[src/rtl/arm_hazard_unit.sv]
// arm_hazard_unit
//   Tracks the in-flight writers in EX, MEM and WB of the forwarding ARM pipeline.
//   From them it drives the operand forwarding selects and the load-use/CPSR stall.
//   It also runs the SWI drain-to-halt sequence.
//
// Ports
//   i_clk, i_rst_b      clock, asynchronous active-low reset
//   i_dcd_*             decode-stage instruction description (valid, read mask/regs, dest,
//                       write enables, load, condition use, SWI)
//   i_flush             EX redirected the PC; squash the decode instruction
//   o_stall             hold fetch/decode; EX receives a bubble
//   o_fwd_sel           per-slot select: 00 regfile, 01 EX, 10 MEM/load data, 11 WB
//   o_pipe_empty        EX, MEM and WB all invalid
//   o_halted            sticky halt after the SWI has drained
module arm_hazard_unit #(
   parameter int unsigned NUM_SRC = 3,
   parameter int unsigned PC_REG  = 15
) (
   input  logic                   i_clk,
   input  logic                   i_rst_b,
   input  logic                   i_dcd_valid,
   input  logic [NUM_SRC-1:0]     i_dcd_read_mask,
   input  logic [4*NUM_SRC-1:0]   i_dcd_read_reg,
   input  logic [3:0]             i_dcd_dest_reg,
   input  logic                   i_dcd_rd_we,
   input  logic                   i_dcd_is_load,
   input  logic                   i_dcd_cpsr_we,
   input  logic                   i_dcd_cond_used,
   input  logic                   i_dcd_halt,
   input  logic                   i_flush,
   output logic                   o_stall,
   output logic [2*NUM_SRC-1:0]   o_fwd_sel,
   output logic                   o_pipe_empty,
   output logic                   o_halted
);

   localparam logic [3:0] PcReg = 4'(PC_REG);

   typedef struct packed {
      logic       valid;
      logic       we;
      logic [3:0] rd;
      logic       is_load;
      logic       cpsr_we;
   } entry_t;

   typedef enum logic [1:0] {
      StRun    = 2'd0,
      StDrain  = 2'd1,
      StHalted = 2'd2
   } state_e;

   entry_t r_ex, r_mem, r_wb;
   entry_t w_ex_d;
   state_e r_state, w_state_d;

   logic [2*NUM_SRC-1:0] w_fwd_sel;
   logic                 w_load_use;
   logic                 w_cpsr_haz;
   logic                 w_stall;
   logic                 w_issue;
   logic                 w_pipe_empty;

   function automatic logic stage_hit(input entry_t e, input logic [3:0] src);
      return e.valid & e.we & (e.rd == src);
   endfunction

   // Youngest matching writer wins; PC reads and unmasked slots never forward.
   always_comb begin
      w_fwd_sel  = '0;
      w_load_use = 1'b0;
      for (int i = 0; i < int'(NUM_SRC); i++) begin
         if (i_dcd_read_mask[i] && (i_dcd_read_reg[4*i +: 4] != PcReg)) begin
            if (stage_hit(r_ex, i_dcd_read_reg[4*i +: 4])) begin
               w_fwd_sel[2*i +: 2] = 2'b01;
               // Load data only exists once the load reaches MEM.
               if (r_ex.is_load) begin
                  w_load_use = 1'b1;
               end
            end else if (stage_hit(r_mem, i_dcd_read_reg[4*i +: 4])) begin
               w_fwd_sel[2*i +: 2] = 2'b10;
            end else if (stage_hit(r_wb, i_dcd_read_reg[4*i +: 4])) begin
               w_fwd_sel[2*i +: 2] = 2'b11;
            end
         end
      end
   end

   // Flags are only readable by decode once the writer has left MEM.
   assign w_cpsr_haz = i_dcd_cond_used &
                       ((r_ex.valid & r_ex.cpsr_we) | (r_mem.valid & r_mem.cpsr_we));

   assign w_pipe_empty = ~(r_ex.valid | r_mem.valid | r_wb.valid);

   always_comb begin
      w_state_d = r_state;
      w_stall   = 1'b0;
      case (r_state)
         StRun: begin
            // A flushed instruction is dropped anyway, so it never holds decode.
            w_stall = i_dcd_valid & ~i_flush & (w_load_use | w_cpsr_haz);
            if (i_dcd_valid && !i_flush && !w_stall && i_dcd_halt) begin
               w_state_d = StDrain;
            end
         end
         StDrain: begin
            w_stall = 1'b1;
            if (w_pipe_empty) begin
               w_state_d = StHalted;
            end
         end
         StHalted: begin
            w_stall = 1'b1;
         end
         default: begin
            w_state_d = StRun;
         end
      endcase
   end

   assign w_issue = i_dcd_valid & ~w_stall & ~i_flush;

   // The SWI travels down the pipe as a valid entry that writes nothing.
   always_comb begin
      w_ex_d = '0;
      if (w_issue) begin
         w_ex_d.valid   = 1'b1;
         w_ex_d.we      = i_dcd_rd_we & ~i_dcd_halt;
         w_ex_d.rd      = i_dcd_dest_reg;
         w_ex_d.is_load = i_dcd_is_load;
         w_ex_d.cpsr_we = i_dcd_cpsr_we & ~i_dcd_halt;
      end
   end

   always_ff @(posedge i_clk or negedge i_rst_b) begin
      if (!i_rst_b) begin
         r_ex    <= '0;
         r_mem   <= '0;
         r_wb    <= '0;
         r_state <= StRun;
      end else begin
         r_ex    <= w_ex_d;
         r_mem   <= r_ex;
         r_wb    <= r_mem;
         r_state <= w_state_d;
      end
   end

   assign o_stall      = w_stall;
   assign o_fwd_sel    = w_fwd_sel;
   assign o_pipe_empty = w_pipe_empty;
   assign o_halted     = (r_state == StHalted);

endmodule
[config.mk]
export PLATFORM = sky130hd
export DESIGN_NAME = arm_hazard_unit
export DESIGN_NICKNAME = d
export VERILOG_FILES = /design/src/rtl/arm_hazard_unit.sv
export SDC_FILE = /design/constraint.sdc
export NUM_CORES = 1
export LEC_CHECK = 0
export ABC_AREA = 1
export CAP_MARGIN = 40
export CORE_MARGIN = 1
export CORE_UTILIZATION = 49
export CTS_CLUSTER_DIAMETER = 100
export DETAILED_ROUTE_END_ITERATION = 7
export PLACE_DENSITY = 0.79
export SYNTH_ARGS = -nofsm -noshare
export SYNTH_HDL_FRONTEND = slang
export SYNTH_SLANG_ARGS = --single-unit
[constraint.sdc]
create_clock -name i_clk -period 1.8 [get_ports i_clk]
set_clock_uncertainty 0.2 [all_clocks]
set_input_delay 0.36 -clock i_clk [delete_from_list [all_inputs] [get_ports i_clk]]
set_output_delay 0.36 -clock i_clk [all_outputs]
set_load 0.01 [all_outputs]
After elaboration in Yosys (flattened, before gate mapping)
Index checks and enable logic that the tools add are counted.
{ "word_totals": {"regBits": 23, "latchBits": 0, "mem_bits_rw": 0, "romBits": 0, "in_bits": 28, "out_inout_bits": 9, "word_cells": 96, "memories": 0} }
{ "classes": {"add_sub_neg": 0, "n_mul": 0, "n_div": 0, "order_cmp": 0, "eq_ne": 16, "n_shift": 0, "n_mux": 26, "bitwise": 30, "reduce_logical": 11} }
{ "op_table": {"columns": ["op", "count"], "rows": [
  ["$eq 4x4->1", 9],
  ["$mux 2", 14],
  ["$and 1x1->1", 21],
  ["$ne 4x4->1 const B", 3],
  ["$mux 1", 9],
  ["$mux 8", 1],
  ["$logic_and 1x1->1", 6],
  ["$pmux 2 s3", 1],
  ["$not 1->1", 5],
  ["$ne 2x2->1 const B", 2],
  ["$or 1x1->1", 4],
  ["$reduce_and 3->1", 1],
  ["$eq 2x1->1 const B", 1],
  ["$eq 2x2->1 const B", 1],
  ["$logic_not 1->1", 2],
  ["$logic_not 2->1", 1],
  ["$pmux 1 s2", 1],
  ["$reduce_or 2->1", 1]
]} }

Depth between registers and ports, before layout
Gate-level depths: netlist (run 1).
{ "depth": {"ltp_word": 17, "depth_mapped": 13} }

Least setup slack after synthesis (run 1)
Ideal clock, no wire load.
{ "synth_path": {"path_kind": "register to output", "start": "reg r_ex[4] (netlist bit)", "end": "out o_stall", "arrival_time_ns": 1.209, "t_required_ns": 1.240, "path_slack_ns": 0.031, "stages_incl_launch_ff": 11, "path_buffers": 0, "cell_sequence": "dfrtp_1 xor2_1 nor2_2 nand3_2 nand3_2 nand2_2 nand2_1 nand2_1 nand2_1 nand2_2 inv_1"} }
{ "synth_via": {"elab_chain_cells": 13, "word_cells_on_any_way": 17, "classes_between": "eq/ne: 3; mux: 9; bitwise: 5"} }
{ "synth_rtl": {"columns": ["element", "line_no", "source"], "rows": [
  ["from (decl)", "53", "entry_t r_ex, r_mem, r_wb;"],
  ["from (signal assigned)", "142", "r_ex <= w_ex_d;"],
  ["$eq 4x4->1", "65", "return e.valid & e.we & (e.rd == src);"],
  ["$and 1x1->1", "65", null],
  ["$mux 1", "74", "if (stage_hit(r_ex, i_dcd_read_reg[4*i +: 4])) begin"],
  ["$mux 1", "73", "if (i_dcd_read_mask[i] && (i_dcd_read_reg[4*i +: 4] != PcReg)) begin"],
  ["$mux 1", "77", "if (r_ex.is_load) begin"],
  ["$mux 1", "74", null],
  ["$mux 1", "73", null],
  ["$mux 1", "77", null],
  ["$mux 1", "74", null],
  ["$mux 1 (*)", "73", null],
  ["$or 1x1->1 (*)", "101", "w_stall = i_dcd_valid & ~i_flush & (w_load_use | w_cpsr_haz);"],
  ["$and 1x1->1 (*)", "101", null],
  ["$pmux 1 s2 (*)", "98", "case (r_state)"],
  ["to (decl)", "31", "output logic o_stall,"]
]} }
Mark *: on every way between the ends. The rest lies on a longest branch, timed or not.

Worst setup path in the final report (run 1)
{ "layout_path": {"start": "reg r_ex[2] (netlist bit)", "end": "out o_stall"} }
The elaborated chain is that of the path after synthesis.

==> results of run 1 <==
[placed cells by master (no fill, tap or decap), drive strengths merged]
master         instances
a211oi                 3
a21oi                  5
a221oi                 4
a22o                   1
and3                   1
buf                   54
clkbuf                 4
clkdlybuf4s15          2
clkdlybuf4s50         15
dfrtp                 23
dlygate4sd2           10
ha                     4
inv                   38
nand2                 52
nand3                 12
nand3b                 1
nand4                  1
nor2                  22
nor3                   2
o2111ai                1
o21a                   2
o21ai                  9
o22ai                  6
o31ai                  1
xnor2                  7
xor2                   3
[kinds of logic (layout without fill, tap and decap cells)]
kind of cell,after synthesis,after routing,share of synthesized area
AND/OR/NAND/NOR,91,91,0.294
buffers and inverters,38,123,0.0949
AO/OA/AOI/OAI,32,32,0.137
flip-flops,23,23,0.383
XOR/XNOR,10,10,0.0583
adder cells (fa/ha/maj),4,4,0.0333
[flip-flops by register name (all words and copies together) (netlist names)]
register,cells
r_ex,8
r_state,2
r_mem,7
r_wb,6
[how the worst min path moves through the flow]
stage	slack, ps	cells after the start	to	from
floorplan	-140	0	r_ex[0]$_DFF_PN0_	i_rst_b
global placement	160	0	r_wb[6]$_DFF_PN0_	r_mem[6]$_DFF_PN0_
detailed placement	160	0	r_mem[6]$_DFF_PN0_	r_ex[6]$_DFF_PN0_
CTS	180	2	r_wb[6]$_DFF_PN0_	i_rst_b
global route	180	2	r_wb[6]$_DFF_PN0_	i_rst_b
finish	180	2	r_wb[7]$_DFF_PN0_	i_rst_b
[where the power goes]
group          total [uW]  switching [uW]  internal [uW]  leakage [uW]
combinational         961             472            489      0.000892
clock                 241             154           86.6     0.0000150
sequential            704            99.1            605      0.000304
total                1910             726           1180       0.00121
[through the flow]
step	TNS, ps	cell area [um^2]	hold slack [ps]
after global routing	-5730	2370	182
after CTS	-3560	2250	184
after detailed placement	-12690	2190	163
after floorplan	0	1500	-136
final	-4180	2370	178
after global placement	-12390	2190	164
[metal layers]
metal  part of all wire  vias to the layer above
li1                   -                      808
met1               0.41                      787
met2               0.49                      106
met3              0.076                       21
met4              0.025                        0
met5                  0                        -
[repair_timing]
item / 4_1_cts / 5_1_grt
pin swaps: 17 / 18
setup endpoints to repair: 19 / 19
buffers inserted: 5 / 4
gates resized for setup: 79 / 25
[critical path, stage by stage (launching register included)]
cell and delay [ps]:
dfrtp_1 430, inv_2 80, nand2_1 100, nand3_2 110, nor2_4 120, nand3_4 110
nand3_2 100, nand2_2 60, nand2_1 50, nand2_1 40, nand2_1 60, nand2_2 60
inv_2 50, buf_6 90
[layout make-up]
class / instances / share of cell area
multi-input cells: 137 / 0.384
repair buffers: 81 / 0.281
flip-flops and latches: 23 / 0.246
inverters: 38 / 0.0612
well taps: 31 / 0.0164
clock buffers: 4 / 0.0111
==> summary.md, run 1 <==
| Metric | Value |
|---|---|
| Max_cap viols | 0 |
| Area occupied by multi-input gates | 911 um^2 |
| Unique masters post-synth | 28 |
| IO Pins | 37 |
| # fillers | 165 |
| Initial antenna violation count | 0 |
| Vias in the first global route | around 1600 |
| Worst EP required | around 1200 ps |
| Reg2reg setup slack | -100 ps |
| Die W | 57.4 um |
| Top FF cell, synth | dfrtp_1 |
| Type of the worst setup path | register to primary output |
| FF-to-FF End | r_ex[0]$_DFF_PN0_ |
| Largest net degree at the start of global routing | 24 |
| Worst Setup SP | r_ex[2]$_DFF_PN0_ |
| Via-per-instance ratio | around 5.5 |
| Total nets after synthesis | 230 |
| Avg WL per Cell | 14.9 um |
| Final HPWL from detailed placement | roughly 3 mm |
| Die Ht | ~57 um |
| Post-Layout Cell Count | 314 |
| Clock-pin transition on the worst setup and hold timing paths | 120 ps |
| Standard-cell rows | 19 |
| Pwr Density | 804 mW/mm^2 |
| Final Critical Period | around 2300 ps |
| Final setup fails | 15 |
| Leading post-synthesis cells by cell area | dfrtp_1 38%, nand2_1 12%, inv_1 7.5%, nor2_2 5.0%, xnor2_1 4.1% |
| Seq/Total Area, Yosys | 0.383 |
| Final setup margin | -533 ps |
| FF/Latch Area | 582 um^2 |
| Sinks on the clock net | 23 |
| Clk Tree Root Cell | clkbuf_4 |
| Crit-path max FO | 4 |
| Overflow after GRT | 0 |
| List of most frequent post-synthesis cells | 48 x nand2_1, 30 x inv_1, 23 x dfrtp_1 |
| Share of the synthesized area in the top cell type | 0.383 |
| Mapped Cells | 198 |
| Met2 Use GR | 0.460 |
| Busiest grt layer | met2 |
| R2R cell count | 14 |
| Overall Power | between 1500 and 2000 uW |
| Final WL | between 4 and 5 mm |
| DIE AREA | 0.00329 mm^2 |
| Max Buffers Root-to-Sink | 2 |
| Hold Path Class | input port to asynchronous set/reset pin |
| Starting Density | 0.531 |
| Syn. warnings | 0 |
| Met1 Track Usage GR | 0.311 |
| DR DRC count | 3 |
| Most numerous cell in the Yosys netlist | nand2_1 |
| Clk_lat worst skew | 310 ps |
| Layout cells sized above 1 | 0.442 |
| Area leader, netlist | dfrtp_1 |
| RSZ-0062 raised after global routing | true |
| CTS tree | yes |
| Fmax | 0.429 GHz |
| Final core occ | 0.838 |
| Detailed Routing Iterations Pass 1 | 8 |
| Post-synthesis instance area | 0.00150 mm^2 |
| Worst Setup EP | o_stall |
| Placed Cells | 303 |
| Via count | 1722 |
| First-pass GRT wire length | 6.49 mm |
| CTS Hold Buffers Added | 0 |
| Mean instance size in the synthesized netlist | 7.59 um^2 |
| Fin crit share | 1.30 |
| H-tree depth | 1 |
| Num CTS Buffers | 3 |
| Synth Register Bits | 23 |
| Met3 Usage GRT | 0.0476 |
| Tot GR Track Use | 0.261 |
| Diodes inserted | 0 |
| Core box area | 0.00283 mm^2 |
| Final nets | 316 |
| Fin. max-slew vios | 0 |
| Port Buffers | 36 |
| Dpl ws | -1100 ps |
| Layout Area Growth over Synthesis | 57.7% |
| Worst Setup End Kind | primary output |
| Synth async-reset ratio | 1.00 |
| Normalized max-slew margin | 0.800 |
| Data arrival time of the critical path | 1770 ps |
| LEAKAGE | 0.00121 uW |
| Status | finished with violations |
| Final Hold Vio Count | 0 |
| Antenna viol nets, final | 0 |
| Failing checks | design-rule violations, negative setup slack |
| R2R Path Start | r_ex[2]$_DFF_PN0_ |
| Post-synth EDFFs | 0 |
| Worst setup SP type | register |
| DRT iter0 DRCs | 184 |
| Final GP Congestion | 0.920 |
| Worst-margin pin slew | 300 ps |
| Maximum vdd drop | 0.000799 V |
No activity file was read; power rests on OpenSTA's default activity.
==> run 2: changes to the inputs <==
Settings changed: CORE_MARGIN 1 to not set.
==> results of run 2 <==
Same layout as run 1: the final DEF is identical, and so are final timing and power.
